$ cat src/rtl/cam_cfg_pkg.sv
// rtl/cam_cfg_pkg.sv - shared types and constants for the camera config sequencer
// Purpose: state encoding, table tag values and the table entry layout used by
//          cam_config_sequencer.
package cam_cfg_pkg;

  typedef enum logic [3:0] {
    ST_IDLE,
    ST_PWRUP,
    ST_FETCH,
    ST_DECODE,
    ST_ISSUE,
    ST_WAIT_DONE,
    ST_DELAY,
    ST_NEXT,
    ST_DONE,
    ST_ERROR
  } cfg_state_t;

  localparam logic [15:0] END_MARKER = 16'hFFFF;
  localparam logic [7:0]  DELAY_TAG  = 8'hFE;

  typedef struct packed {
    logic [7:0] reg_addr;
    logic [7:0] reg_data;
  } cfg_entry_t;

  // An entry whose address byte is the delay tag carries a millisecond count
  // in its data byte instead of a register value.
  function automatic logic is_delay(input cfg_entry_t e);
    return (e.reg_addr == DELAY_TAG);
  endfunction

endpackage

$ cat src/rtl/ms_delay_timer.sv
// rtl/ms_delay_timer.sv - loadable cycle down-counter with a zero flag
// Purpose: times the power-up wait and the inline table delays.
// Ports:
//   i_clk, i_reset_n  clock, asynchronous active-low reset
//   i_load            load i_cycles this cycle
//   i_cycles          number of cycles the consumer should stay in its wait state
//   o_zero            count has expired
module ms_delay_timer #(
  parameter int W = 12
) (
  input  logic         i_clk,
  input  logic         i_reset_n,
  input  logic         i_load,
  input  logic [W-1:0] i_cycles,
  output logic         o_zero
);

  logic [W-1:0] count;

  // The load stores N-1 so that a state which loads N on entry and leaves on
  // o_zero occupies exactly N cycles (a load of 0 behaves like a load of 1).
  always_ff @(posedge i_clk or negedge i_reset_n) begin
    if (!i_reset_n) begin
      count <= '0;
    end else if (i_load) begin
      count <= (i_cycles == '0) ? '0 : i_cycles - W'(1);
    end else if (count != '0) begin
      count <= count - W'(1);
    end
  end

  assign o_zero = (count == '0);

endmodule

$ cat src/rtl/cam_config_sequencer.sv
// rtl/cam_config_sequencer.sv - walks the camera register table and drives the SCCB master
// Purpose: after i_config_start, waits the power-up time, then reads the table one
//          entry at a time, issuing register writes (with NACK retries) and inline
//          millisecond delays until the end marker or the last table entry.
// Ports:
//   i_clk, i_reset_n                    clock, asynchronous active-low reset
//   i_config_start                      level request from the control FSM
//   o_config_done, o_config_error, o_busy  status
//   o_rom_addr, i_rom_data              table ROM (registered, 1-cycle latency)
//   o_sccb_start, o_sccb_reg_addr/data  write launch and its operands
//   i_sccb_ready, i_sccb_done, i_sccb_nack  SCCB master handshake
module cam_config_sequencer
  import cam_cfg_pkg::*;
#(
  parameter  int CLK_FREQ_HZ    = 25_000_000,
  parameter  int ROM_DEPTH      = 64,
  parameter  int PWRUP_DELAY_MS = 3,
  parameter  int MAX_RETRY      = 3,
  localparam int ROM_AW         = $clog2(ROM_DEPTH)
) (
  input  logic              i_clk,
  input  logic              i_reset_n,
  input  logic              i_config_start,
  output logic              o_config_done,
  output logic              o_config_error,
  output logic              o_busy,
  output logic [ROM_AW-1:0] o_rom_addr,
  input  logic [15:0]       i_rom_data,
  output logic              o_sccb_start,
  output logic [7:0]        o_sccb_reg_addr,
  output logic [7:0]        o_sccb_reg_data,
  input  logic              i_sccb_ready,
  input  logic              i_sccb_done,
  input  logic              i_sccb_nack
);

  localparam int MS_CYC     = CLK_FREQ_HZ / 1000;
  localparam int DLY_MS_MAX = (PWRUP_DELAY_MS > 255) ? PWRUP_DELAY_MS : 255;
  localparam int DLY_W      = $clog2(DLY_MS_MAX * MS_CYC + 1);
  localparam int RETRY_W    = (MAX_RETRY < 1) ? 1 : $clog2(MAX_RETRY + 1);

  localparam logic [DLY_W-1:0]   PWRUP_CYC   = DLY_W'(PWRUP_DELAY_MS * MS_CYC);
  localparam logic [DLY_W-1:0]   MS_CYC_W    = DLY_W'(MS_CYC);
  localparam logic [ROM_AW-1:0]  LAST_ADDR   = ROM_AW'(ROM_DEPTH - 1);
  localparam logic [RETRY_W-1:0] RETRY_LIMIT = RETRY_W'(MAX_RETRY);

  cfg_state_t         state, state_n;
  logic [ROM_AW-1:0]  rom_addr_n;
  logic [7:0]         reg_addr_n, reg_data_n;
  logic [RETRY_W-1:0] retry, retry_n;
  logic               tmr_load;
  logic [DLY_W-1:0]   tmr_cycles;
  logic               tmr_zero;
  cfg_entry_t         entry;

  assign entry = cfg_entry_t'(i_rom_data);

  ms_delay_timer #(.W(DLY_W)) u_timer (
    .i_clk     (i_clk),
    .i_reset_n (i_reset_n),
    .i_load    (tmr_load),
    .i_cycles  (tmr_cycles),
    .o_zero    (tmr_zero)
  );

  always_ff @(posedge i_clk or negedge i_reset_n) begin
    if (!i_reset_n) begin
      state           <= ST_IDLE;
      o_rom_addr      <= '0;
      o_sccb_reg_addr <= '0;
      o_sccb_reg_data <= '0;
      retry           <= '0;
    end else begin
      state           <= state_n;
      o_rom_addr      <= rom_addr_n;
      o_sccb_reg_addr <= reg_addr_n;
      o_sccb_reg_data <= reg_data_n;
      retry           <= retry_n;
    end
  end

  always_comb begin
    state_n      = state;
    rom_addr_n   = o_rom_addr;
    reg_addr_n   = o_sccb_reg_addr;
    reg_data_n   = o_sccb_reg_data;
    retry_n      = retry;
    tmr_load     = 1'b0;
    tmr_cycles   = '0;
    o_sccb_start = 1'b0;
    case (state)
      ST_IDLE: begin
        if (i_config_start) begin
          state_n    = ST_PWRUP;
          tmr_load   = 1'b1;
          tmr_cycles = PWRUP_CYC;
          rom_addr_n = '0;
        end
      end
      ST_PWRUP: begin
        if (tmr_zero) state_n = ST_FETCH;
      end
      // o_rom_addr is already driven; this cycle lets the registered ROM respond.
      ST_FETCH: state_n = ST_DECODE;
      ST_DECODE: begin
        if (i_rom_data == END_MARKER) begin
          state_n = ST_DONE;
        end else if (is_delay(entry)) begin
          tmr_load   = 1'b1;
          tmr_cycles = DLY_W'(entry.reg_data) * MS_CYC_W;
          state_n    = ST_DELAY;
        end else begin
          reg_addr_n = entry.reg_addr;
          reg_data_n = entry.reg_data;
          retry_n    = '0;
          state_n    = ST_ISSUE;
        end
      end
      // Start is combinational on ready so the write launches in the same cycle.
      ST_ISSUE: begin
        if (i_sccb_ready) begin
          o_sccb_start = 1'b1;
          state_n      = ST_WAIT_DONE;
        end
      end
      ST_WAIT_DONE: begin
        if (i_sccb_done) begin
          if (!i_sccb_nack) begin
            state_n = ST_NEXT;
          end else if (retry < RETRY_LIMIT) begin
            retry_n = retry + RETRY_W'(1);
            state_n = ST_ISSUE;
          end else begin
            state_n = ST_ERROR;
          end
        end
      end
      ST_DELAY: begin
        if (tmr_zero) state_n = ST_NEXT;
      end
      // A table without an end marker finishes on its last entry; no wrap.
      ST_NEXT: begin
        if (o_rom_addr == LAST_ADDR) begin
          state_n = ST_DONE;
        end else begin
          rom_addr_n = o_rom_addr + ROM_AW'(1);
          state_n    = ST_FETCH;
        end
      end
      ST_DONE: begin
        if (!i_config_start) state_n = ST_IDLE;
      end
      ST_ERROR: state_n = ST_ERROR;
      default:  state_n = ST_IDLE;
    endcase
  end

  assign o_config_done  = (state == ST_DONE) || (state == ST_ERROR);
  assign o_config_error = (state == ST_ERROR);
  assign o_busy         = !((state == ST_IDLE) || (state == ST_DONE) || (state == ST_ERROR));

endmodule

$ cat config.mk
export PLATFORM = sky130hd
export DESIGN_NAME = cam_config_sequencer
export DESIGN_NICKNAME = d
export VERILOG_FILES = /design/src/rtl/cam_cfg_pkg.sv /design/src/rtl/ms_delay_timer.sv /design/src/rtl/cam_config_sequencer.sv
export SDC_FILE = /design/constraint.sdc
export NUM_CORES = 1
export LEC_CHECK = 0
export CORE_UTILIZATION = 30
export CTS_CLUSTER_SIZE = 30
export DETAILED_ROUTE_END_ITERATION = 7
export PLACE_DENSITY_LB_ADDON = 0.25
export SYNTH_ARGS = -nofsm -noshare
export SYNTH_HDL_FRONTEND = slang
export SYNTH_SLANG_ARGS = --single-unit
$ cat constraint.sdc
create_clock -name i_clk -period 3.2 [get_ports i_clk]
set_input_delay 0.48 -clock i_clk [delete_from_list [all_inputs] [get_ports i_clk]]
set_output_delay 0.48 -clock i_clk [all_outputs]
set_load 0.01 [all_outputs]
Word level (Yosys, flattened, before mapping)
Cells that the tools add are included.
{"block": "op_classes", "add_sub_neg": 4, "n_mul": 1, "order_cmp": 1, "eq_ne": 23, "n_mux": 34, "bitwise_logic": 2, "n_reduce_logical": 15}
{"operator": "$mux 23", "count": 5}
{"operator": "$logic_not 23->1", "count": 2}
{"operator": "$pmux 23 s2", "count": 1}
{"operator": "$sub 23x1->23 const B", "count": 2}
{"operator": "$mux 4", "count": 10}
{"operator": "$pmux 4 s10", "count": 1}
{"operator": "$reduce_bool 23->1", "count": 1}
{"operator": "$ne 2x2->1 const B", "count": 11}
{"operator": "$mul 8x12->20 const B", "count": 1}
{"operator": "$mux 17", "count": 1}
{"operator": "$eq 16x16->1 const B", "count": 1}
{"operator": "$eq 4x3->1 const B", "count": 4}
{"operator": "$mux 2", "count": 6}
{"operator": "$mux 6", "count": 2}
{"operator": "$pmux 6 s2", "count": 1}
{"operator": "$reduce_and 6->1", "count": 2}
{"operator": "$eq 4x2->1 const B", "count": 2}
{"operator": "$eq 4x4->1 const B", "count": 2}
{"operator": "$eq 8x8->1 const B", "count": 1}
{"operator": "$add 6x1->6 const B", "count": 1}
{"operator": "$eq 6x6->1 const B", "count": 1}
{"operator": "$reduce_and 3->1", "count": 2}
{"operator": "$reduce_bool 2->1", "count": 3}
{"operator": "$mux 1", "count": 5}
{"operator": "other kinds (9)", "count": 12}
{"block": "totals", "register_bits": 51, "in_bits": 22, "output_inout_bits": 26}

Longest topological paths before layout
{"block": "logic_depth", "word_depth": 7, "mapped_depth": 18}

By module
From an unflattened synthesis, not the netlist that was laid out.
{"block": "hier_totals", "cells_unflattened": 531, "hier_area_um2": 4964.8}
{"mod": "cam_config_sequencer", "n_inst": 1, "cells_each": 348, "area_each_um2": 3285.7}
{"mod": "ms_delay_timer", "n_inst": 1, "cells_each": 183, "area_each_um2": 1679.1}

Worst setup path before layout
No wires, ideal clock.
{"block": "synth_timing", "kind": "input to register", "from": "input port i_rom_data[2]", "to": "register u_timer.count[22]", "setup_time_ns": 0.133, "arrival_ns": 4.414, "t_required_ns": 3.067, "path_slack_ns": -1.346, "cell_stages": 17, "n_path_buf": 2, "cell_sequence": "ha_1 -> ha_1 -> inv_1 -> fa_1 -> inv_1 -> fa_1 -> ha_1 -> buf_2 -> o211ai_2 -> o211ai_1 -> a21oi_2 -> mux2i_4 -> o211ai_2 -> or3_1 -> buf_6 -> o41ai_1 -> o21ai_1"}
{"block": "synth_via", "elab_chain_len": 7, "word_cells_on_any_way": 12, "classes_between": "add/sub (1); mul (1); eq/ne (1); mux (7); reduce/logical (2)"}
{"item": "start: declaration", "line_no": "cam_config_sequencer.sv:28", "rtl": "input logic [15:0] i_rom_data,"}
{"item": "$mul 8x12->20", "line_no": "cam_config_sequencer.sv:110", "rtl": "tmr_cycles = DLY_W'(entry.reg_data) * MS_CYC_W;"}
{"item": "$mux 23", "line_no": "cam_config_sequencer.sv:108", "rtl": "end else if (is_delay(entry)) begin"}
{"item": "$mux 23", "line_no": "cam_config_sequencer.sv:106", "rtl": "if (i_rom_data == END_MARKER) begin"}
{"item": "$pmux 23 s2", "line_no": "cam_config_sequencer.sv:91", "rtl": "case (state)"}
{"item": "$sub 23x1->23 or $logic_not 23->1 (tied branches)", "line_no": "ms_delay_timer.sv:26", "rtl": "count <= (i_cycles == '0) ? '0 : i_cycles - W'(1);"}
{"item": "$mux 23", "line_no": "ms_delay_timer.sv:26"}
{"item": "$mux 23", "line_no": "ms_delay_timer.sv:25", "rtl": "end else if (i_load) begin"}
{"item": "end signal: assignment", "line_no": "ms_delay_timer.sv:26"}
{"item": "end signal: assignment", "line_no": "ms_delay_timer.sv:28", "rtl": "count <= count - W'(1);"}
{"item": "end: declaration", "line_no": "ms_delay_timer.sv:18", "rtl": "logic [W-1:0] count;"}
Several ways; a longest one is shown, not always the timed one.
A chain may end at the register's enable or synchronous reset.

Final worst setup path
{"block": "layout_timing", "from": "input port i_rom_data[4]", "to": "register u_timer.count[22]"}
Same word-level chain as after synthesis.

==> summary.md <==
| Metric | Value |
|---|---|
| First-pass GRT wire length | about 24 mm |
| Initial antenna violation count | 0 |
| Yosys warns | 0 |
| Slew Limit Fails | 0 |
| Violated checks | setup timing |
| Antenna-violating nets left | 0 |
| Post-synth ARST share | 100% |
| Max frequency | ~230 MHz |
| Die height | ~130 um |
| Status | complete, but fails checks |
| Syn_area_per_cell | approximately 9 sq um |
| Gr ovfl total | 0 |
| Worst hold path type | in2async |
| Top cell type's share of synthesized area | 25.2% |
| IR drop worst, VDD | 397 uV |
| Hold Vio Cnt, Final | 0 |
| Clk_lat worst skew | 0.30 ns |
| PD cells | slightly above 800 nW/um^2 |
| WL per Instance | between 15 and 20 um |
| Area growth syn-to-layout | 46.3% |
| Final setup skew | between 0.004 and 0.005 ns |
| Post-synthesis sequential area ratio | about a quarter |
| Largest area contributor in the netlist | dfrtp_1 |
| Dominant synthesized flop cell | dfrtp_1 |
| Critical path's largest stage delay | roughly 0.57 ns |
| Slew headroom | a little under three fifths |
| Largest net degree at the start of global routing | 26 |
| Crit path top cell by count | buf_4 |
| Die Wd | about 130 um |
| Share of layout cells above drive strength 1 | 35.3% |
| Total wire length | around 15 mm |
| Worst Setup Slack, final | -1.12 ns |
| #FFs+latches synth | 51 |
| Post-synth net total | ~650 |
| CTS tree | built |
| Critical path's top delay family | adder cells |
| Initial Utilization | a little under a third |
| Largest cells by area after synthesis | dfrtp_1 (25%), ha_1 (14%), fa_1 (4.7%) |
| Worst EP arrival | 4.49 ns |
| Worst EP required | between 3 and 4 ns |
| Inserted Diodes | 0 |
| Clock root buffer | clkbuf_16 |
| Routed vias | 4766 |
| RSZ-0062 raised after global routing | yes |
| Core area | 16500 sq um |
| Port Buffers | 47 |
| CTS clock-pin slew for the worst setup and hold paths | 0.07 ns |
| CP cell instances | buf_12, buf_4, ha_4, fa_1, fa_1, ha_4, ha_4, buf_4, buf_4, o21ai_0, o21ai_0, buf_4, nand4_1, o211ai_1, buf_4, xnor2_1, nor2_1, o311ai_4, o41ai_2, o21ai_2 |
| Final setup vio count | 23 |
| Startpoint Class | primary input |
| Cell count after synthesis | approximately 550 |
| Setup Crit Path Kind | in2reg |
| Yosys cell types | 80 |
| Num CTS Buffers | 5 |
| Least-Margin Pin Slew | roughly 0.64 ns |
| Max cap viols | 0 |
| Total track usage | 17.1% |
| Drt initial violations | 190 |
| Final Core Density | roughly 45% |
| # DRC | 0 |
| Worst hold slack | about 0.17 ns |
| Post-DR vias/cell | just over 5 |
| Post-DP HPWL | around 11 mm |
| Period utilization | 135% |
| CP Capture Type | flop |
| H-tree levels | 2 |
| Router iterations before antenna repair | 4 |
| Crit-path slowest cell | fa_1 |
| Die area | approximately 17000 sq um |
| Commonest cells after routing, fill and taps aside | buf_4 (127), dfrtp_1 (51), nor2_1 (41), nand2_1 (41), ha_1 (39) |
| Rows | between 40 and 50 |
| EDFF count, synth | 0 |
| CTS Sinks | 51 |
| Post-Syn Area | ~5100 sq um |
| CTS max path bufs | 2 |
| Leading cell type in the layout, fill and taps excluded | buf_4 |
| I/O pins | 48 |
| Final net count | ~800 |
| Crit path time final | ~4.3 ns |
| Pleak | roughly 3.2 nW |
| Vias in the first global route | roughly 4900 |
| Buffers & Inverters on Critical Path | 6 |
| Routability cong. | between 0.8 and 0.9 |
| Power Total | 0.00614 W |
| CP max FO | 5 |
-- sequential cells by signal (all words and copies together), names as in the netlist --
name and count:
o_sccb_reg_data 8, state 4, retry 2, o_sccb_reg_addr 8, o_rom_addr 6, u_timer.count 23
-- synthesized netlist by cell type, types with 3 or more instances --
cell and n:
o41ai_1 3, nor2b_1 3, ha_1 58, nand4_1 11, a211oi_2 3, mux2_2 16, and3_1 4, a211oi_1 5
o21ai_2 3, nor2_1 42, o31ai_1 4, or3_1 7, or4_1 3, fa_1 12, o2111ai_1 3, or2_2 3
clkbuf_1 9, o21a_1 3, o22ai_1 15, mux2i_1 9, buf_4 3, nand3_1 11, a21o_1 9, a21oi_1 36
inv_1 20, nor3_1 10, buf_2 12, a31oi_1 3, and2_1 7, nand2_1 41, o21ai_1 7, xor2_1 15
dfrtp_1 51, o211ai_1 4, o21ai_0 22, xnor2_1 22, nor4_1 4, nand2b_1 10
-- per-layer routing --
| metal | track usage, % | wire length [um] |
|---|---|---|
| met3 | 2.61 | 483 |
| met1 | 21.3 | 6620 |
| met2 | 30.6 | 7370 |
| met5 | 0 | 0 |
| met4 | 4.07 | 176 |
-- cell families after synthesis --
family | count (synthesis) | share of synthesized area, %
compound gates | 147 | 20.9
xor+xnor | 37 | 6.40
fa+ha+maj | 70 | 19.1
buf+inv | 47 | 4.17
flops | 51 | 25.2
mux | 26 | 5.78
simple gates | 175 | 18.5
-- area by class of cell --
class	count	area [sq um]
clock buffers	5	125
clock inverters	3	28.8
fillers	1572	9120
inverters	21	78.8
multi-input cells	455	4070
flip-flops and latches	51	1280
well taps	220	275
repair buffers	185	1550
-- metrics by stage --
| stage | area [sq um] | setup TNS, ns | std cells | setup slack (ns) |
|---|---|---|---|---|
| after detailed placement | 6630 | -46.68 | 907 | -2.08 |
| after global placement | 6630 | -43.70 | 907 | -1.95 |
| after CTS | 7290 | -25.19 | 937 | -1.15 |
| after floorplan | 5170 | -24.83 | 553 | -1.15 |
| final | 7410 | -24.57 | 940 | -1.12 |
| after global routing | 7410 | -27.94 | 940 | -1.28 |
-- power by group --
| part | switching (W) | internal [W] | leakage (nW) | total [W] |
|---|---|---|---|---|
| logic | 0.00205 | 0.00233 | 2.51 | 0.00438 |
| registers | 0.000252 | 0.000938 | 0.636 | 0.00119 |
| clock network | 0.000269 | 0.000299 | 0.0759 | 0.000568 |
-- timing repair --
| item | 4_1_cts | 5_1_grt |
|---|---|---|
| setup endpoints to repair | 23 | 23 |
| pin swaps | 38 | 31 |
| cloned | 1 | 0 |
| buffers inserted | 21 | 5 |
| hold buffers | 0 | 0 |
| gates resized for setup | 75 | 25 |
-- path summary, 6_finish.rpt --
kind,start,slack [ns],endpoint,cells after the start
min in group i_clk,i_rom_data[7],0.49,o_sccb_reg_data[7]$_DFFE_PN0P_,2
setup / recovery,i_rom_data[4],-1.12,u_timer.count[22]$_DFFE_PN0P_,20
setup reg to reg,u_timer.count[7]$_DFFE_PN0P_,0.35,u_timer.count[17]$_DFFE_PN0P_,8
hold reg to reg,o_sccb_reg_addr[5]$_DFFE_PN0P_,0.51,o_sccb_reg_addr[5]$_DFFE_PN0P_,1
hold / removal,i_reset_n,0.17,u_timer.count[15]$_DFFE_PN0P_,1
max in group asynchronous,i_reset_n,2.34,o_sccb_reg_addr[2]$_DFFE_PN0P_,2
Note: power is estimated with default switching activity, not from simulation.
